## src/rtl/fifo_write_arbiter.sv

```systemverilog
// fifo_write_arbiter: round-robin arbiter for the write port of the async FIFO.
// Lives entirely in the write_clk domain. It grants one requester at a time for
// a burst of up to MAX_BURST words and stalls on write_full.
// Optional feature macro: FIFO_ARB_STATS_EN adds per-requester accepted-word
// counters on output grant_count.

`ifdef FIFO_ARB_STATS_EN
// Per-requester saturating 16-bit counter of accepted words.
module fifo_arb_stat_ctr (
    input  logic        write_clk,
    input  logic        write_rst,
    input  logic        inc,
    output logic [15:0] count
);
    // Count accepts and hold at all-ones instead of wrapping.
    always_ff @(posedge write_clk) begin
        if (write_rst)
            count <= '0;
        else if (inc && count != 16'hFFFF)
            count <= count + 16'd1;
    end
endmodule
`endif

module fifo_write_arbiter #(
    parameter int NUM_REQ    = 4,
    parameter int DATA_WIDTH = 8,
    parameter int MAX_BURST  = 4
) (
    input  logic                          write_clk,
    input  logic                          write_rst,
    input  logic [NUM_REQ-1:0]            req_valid,
    input  logic [NUM_REQ-1:0]            req_last,
    input  logic [NUM_REQ*DATA_WIDTH-1:0] req_data,
    output logic [NUM_REQ-1:0]            req_ready,
    input  logic                          write_full,
    output logic                          write_inc,
    output logic [DATA_WIDTH-1:0]         write_data,
    output logic [$clog2(NUM_REQ)-1:0]    grant_id,
    output logic                          busy
`ifdef FIFO_ARB_STATS_EN
    ,
    output logic [NUM_REQ*16-1:0]         grant_count
`endif
);
    localparam int IDW = $clog2(NUM_REQ);
    localparam int CW  = $clog2(MAX_BURST + 1);

    typedef enum logic {IDLE, BURST} state_t;

    state_t          state, state_nx;
    logic [IDW-1:0]  last_grant;
    logic [CW-1:0]   burst_cnt;
    logic [IDW:0]    pick;      // {found, index}
    logic            xfer;
    logic            burst_end;

    // First valid requester searching cyclically from last+1; the lowest
    // offset is visited last so it wins.
    function automatic logic [IDW:0] rr_pick(input logic [NUM_REQ-1:0] v,
                                             input logic [IDW-1:0]     last);
        logic [IDW:0] r;
        int           idx;
        r = '0;
        for (int k = NUM_REQ; k >= 1; k--) begin
            idx = int'(last) + k;
            if (idx >= NUM_REQ) idx = idx - NUM_REQ;
            if (v[idx]) r = {1'b1, idx[IDW-1:0]};
        end
        return r;
    endfunction

    // Arbitration result and per-cycle transfer qualifiers.
    always_comb begin
        pick      = rr_pick(req_valid, last_grant);
        xfer      = (state == BURST) && req_valid[grant_id] && !write_full;
        burst_end = xfer && (req_last[grant_id] ||
                             (burst_cnt + 1'b1) == CW'(MAX_BURST));
    end

    // State register.
    always_ff @(posedge write_clk) begin
        if (write_rst)
            state <= IDLE;
        else
            state <= state_nx;
    end

    // Next-state: arbitrate in IDLE, leave BURST on last word or burst cap.
    always_comb begin
        state_nx = state;
        case (state)
            IDLE:    if (pick[IDW]) state_nx = BURST;
            BURST:   if (burst_end) state_nx = IDLE;
            default: state_nx = IDLE;
        endcase
    end

    // Grant owner, round-robin pointer and burst counter.
    always_ff @(posedge write_clk) begin
        if (write_rst) begin
            last_grant <= IDW'(NUM_REQ - 1);
            grant_id   <= '0;
            burst_cnt  <= '0;
        end else begin
            case (state)
                IDLE: begin
                    if (pick[IDW]) begin
                        grant_id  <= pick[IDW-1:0];
                        burst_cnt <= '0;
                    end
                end
                BURST: begin
                    if (xfer)      burst_cnt  <= burst_cnt + 1'b1;
                    if (burst_end) last_grant <= grant_id;
                end
                default: ;
            endcase
        end
    end

    // Outputs: purely combinational from registered state so a full flag or
    // dropped valid stalls the same cycle; data is zeroed outside BURST.
    always_comb begin
        write_inc  = 1'b0;
        req_ready  = '0;
        write_data = '0;
        busy       = (state == BURST);
        if (state == BURST) begin
            write_data          = req_data[grant_id*DATA_WIDTH +: DATA_WIDTH];
            write_inc           = xfer;
            req_ready[grant_id] = xfer;
        end
    end

`ifdef FIFO_ARB_STATS_EN
    for (genvar i = 0; i < NUM_REQ; i++) begin : g_stat
        fifo_arb_stat_ctr u_ctr (
            .write_clk (write_clk),
            .write_rst (write_rst),
            .inc       (req_ready[i]),
            .count     (grant_count[i*16 +: 16])
        );
    end
`endif

endmodule

```

## config.mk

```make
export PLATFORM = sky130hd
export DESIGN_NAME = fifo_write_arbiter
export DESIGN_NICKNAME = d
export VERILOG_FILES = /design/src/rtl/fifo_write_arbiter.sv
export SDC_FILE = /design/constraint.sdc
export NUM_CORES = 1
export LEC_CHECK = 0
export CAP_MARGIN = 20
export CORE_MARGIN = 1.5
export CORE_UTILIZATION = 34
export CTS_BUF_LIST = sky130_fd_sc_hd__clkbuf_4 sky130_fd_sc_hd__clkbuf_8
export DETAILED_ROUTE_END_ITERATION = 8
export MAX_ROUTING_LAYER = met4
export PLACE_DENSITY = 0.82
export SETUP_SLACK_MARGIN = 0.2
export SKIP_CTS_REPAIR_TIMING = 1
export SLEW_MARGIN = 20
export SYNTH_ARGS = -nofsm -noshare
export SYNTH_HDL_FRONTEND = slang
export SYNTH_HIERARCHICAL = 1
export SYNTH_SLANG_ARGS = --single-unit
export TNS_END_PERCENT = 5
```

## constraint.sdc

```tcl
create_clock -name write_clk -period 1.95 [get_ports write_clk]
set_input_delay 0.2925 -clock write_clk [delete_from_list [all_inputs] [get_ports write_clk]]
set_output_delay 0.2925 -clock write_clk [all_outputs]
set_load 0.05 [all_outputs]
```

==> impl_results.md <==
- Synth Warn #: 6
- Worst Setup End Kind: output port
- Synth unique cells: 37
- Synthesized area: 778 um^2
- Number of synthesized register bits: 8
- CTS buffer count: 3
- Dpl cells: 166
- Clk slew on worst S/H paths: 50 ps
- Critical path startpoint category: register
- DR vias: 916
- Vias in the first global route: 815
- Critical R2R Capture: last_grant[1]
- Die ar.: 0.00259 mm^2
- CP top delay family: multiplexers
- Worst-path cell chain: buf_12 -> mux4_2 -> and2_2 -> buf_6
- Gate count of the mapped netlist: 80
- Buf/Inv on CP: 2
- PD cells: 473 mW/mm^2
- Vias per Instance: 5.23
- Crit Path Max Fanout: 6
- Diode count: 0
- VDD IR max: 0.000342 V
- Global-route usage over all layers: 20.5%
- Most common library cells after synthesis: 9 x mux4_2, 8 x and2_1, 8 x dfxtp_1
- Layout cell share with drive strength beyond 1: 40.1%
- Syn_nets: 125
- Final setup margin: 52.4 ps
- Total Neg Setup Slack: 0 ps
- Antenna violations before repair: 0
- Clock Latency Late Sink: 260 ps
- Total clock sinks: 8
- Reg-to-Reg Start: grant_id[1]
- Area of the multi-input gates: 634 um^2
- Die Y: 50.8 um
- Max Slew Vio Count: 0
- DRT Wirelength: 2860 um
- Final Util: 73.3%
- Worst Hold Class: register to register
- Endpoints failing setup: 0
- Async set-reset flop share out of synthesis: 0%
- Initial DRC Count: 28
- Number of flops mapped to enable cells by yosys: 0
- Residual DRC: 0
- Area grow syn2layout: 106%
- CORE AREA: 0.00219 mm^2
- DP HPWL: 2070 um
- Cell depth of the worst setup path: 4
- Initial Util: 35.5%
- IO Port Bufs: 58
- Slowest CP cell: mux4_2
- Mapped Avg Cell Area: 9.73 um^2
- Worst R2R Setup Slack: 260 ps
- Final Hold Fails: 0
- Yosys top cell by area: mux4_2
- CP endpoint: write_data[4]
- CP peak stage delay: 490 ps
- Die X: 50.8 um
- Crit path kind: register to output port
- Hold slack: 543 ps
- R2R cell count: 6
- Routability Congestion: 0.849
- Pre-CTS setup slack: 32.9 ps
- Crit path launch: grant_id[0]
- Relative slew slack: 67.6%
- First-pass GRT wire length: 3910 um
- Crit path DAT: 1610 ps
- Outcome: finished clean
- Skew final: 4.79 ps
- Area contributors post-synth: mux4_2 26%, dfxtp_1 21%, and2_1 6.4%, mux4_1 3.4%, nor2_1 3.4%
- Finished Layout Cells: 175
- Min Tclk post-route: 1900 ps
- Leakage: 0.649 nW
- Final period util: 97.3%
- H-tree levels: 1
- Fillers: 155
- Layout Nets: 193
- Post-DP Area: 0.00147 mm^2
- CTS Root Cell: clkbuf_4
- Least-Margin Pin Slew: 485 ps
- DRT Pass-1 Iters: 4
- Largest net degree at the start of global routing: 17
- Drt wl/cell: 16.4 um
- Fmax: 527 MHz
- Clock buffer depth: 2
- Ys flop type: dfxtp_1
- Remaining antenna violation count: 0
- Pwr Total: 0.759 mW
- Sequential area share after synthesis: 20.6%
- # rows: 17
- Grt ovf: 0
- CTS tree: done
- MaxCap Viol Count: 0
- Register area: 169 um^2
- Num ports: 59
- Most common cell in the netlist: mux4_2
- RSZ-0062 raised after global routing: yes
- Worst Path Required: 1660 ps
- Post-synth top area share: 26.0%
- Final instance area: 0.00161 mm^2
-- kinds of logic after synthesis --
family                     count (synthesis)  synth area share [%]
and+or+nand+nor                           33                  24.6
AOI/OAI and AO/OA                         14                  11.6
muxes                                     13                  33.9
buffers and inverters                      9                  4.98
DFF                                        8                  20.6
adders and majority gates                  2                  3.21
xor gates and xnor gates                   1                  1.13
-- routing by layer --
metal  track usage, %  up-vias  part of all wire, %
met5                -        -                    0
met4             6.31        0                 0.70
met3             4.97        2                  7.8
met2             33.3       42                   52
met1             25.3      435                   40
li1                 -      437                    -
-- cells in the final DEF, fill, tap and decap left out, types with 3 or more instances in the layout --
master           synthesis  final
a21oi_1                  3      3
and2_2                   0      4
and2_4                   0      3
buf_12                   0      5
buf_4                    1     11
buf_6                    0      7
clkbuf_4                 0      4
clkdlybuf4s50_1          0     43
dfxtp_1                  8      5
inv_1                    4      3
mux4_2                   9      9
nor2_1                   7      7
o21ai_0                  5      5
-- sequential cells by signal, indices dropped and copies added, names as in the netlist --
signal / cells
burst_cnt: 3
busy: 1
grant_id: 2
last_grant: 2
-- worst min-delay path by stage --
stage,start,end,slack [ps],cells after the start
3_5_place_dp,burst_cnt[2],burst_cnt[2],530,2
3_3_place_gp,burst_cnt[2],burst_cnt[2],500,2
5_1_grt,burst_cnt[2],burst_cnt[2],550,2
6_report,burst_cnt[2],burst_cnt[2],540,2
2_1_floorplan,burst_cnt[2],burst_cnt[2],480,2
4_1_cts,burst_cnt[2],burst_cnt[2],530,2
-- report_power, final --
group | switching, mW | internal [mW]
registers | 0.0206 | 0.173
logic | 0.183 | 0.228
clock network | 0.0609 | 0.0925
total | 0.265 | 0.494
-- layout make-up --
class	count	share of cell area (%)
repair buffers	68	45.0
multi-input cells	63	39.5
well taps	28	2.18
clock buffers	4	1.87
flip-flops and latches	8	10.5
inverters	4	0.935
-- worst register-to-register path: stages, from the launching register on --
cell and delay [ps]:
dfxtp_2 570, mux4_2 330, nand2_4 70, buf_4 140
buf_4 130, nor2_2 170, mux2i_1 210
Power figures use the tool's default switching activity.
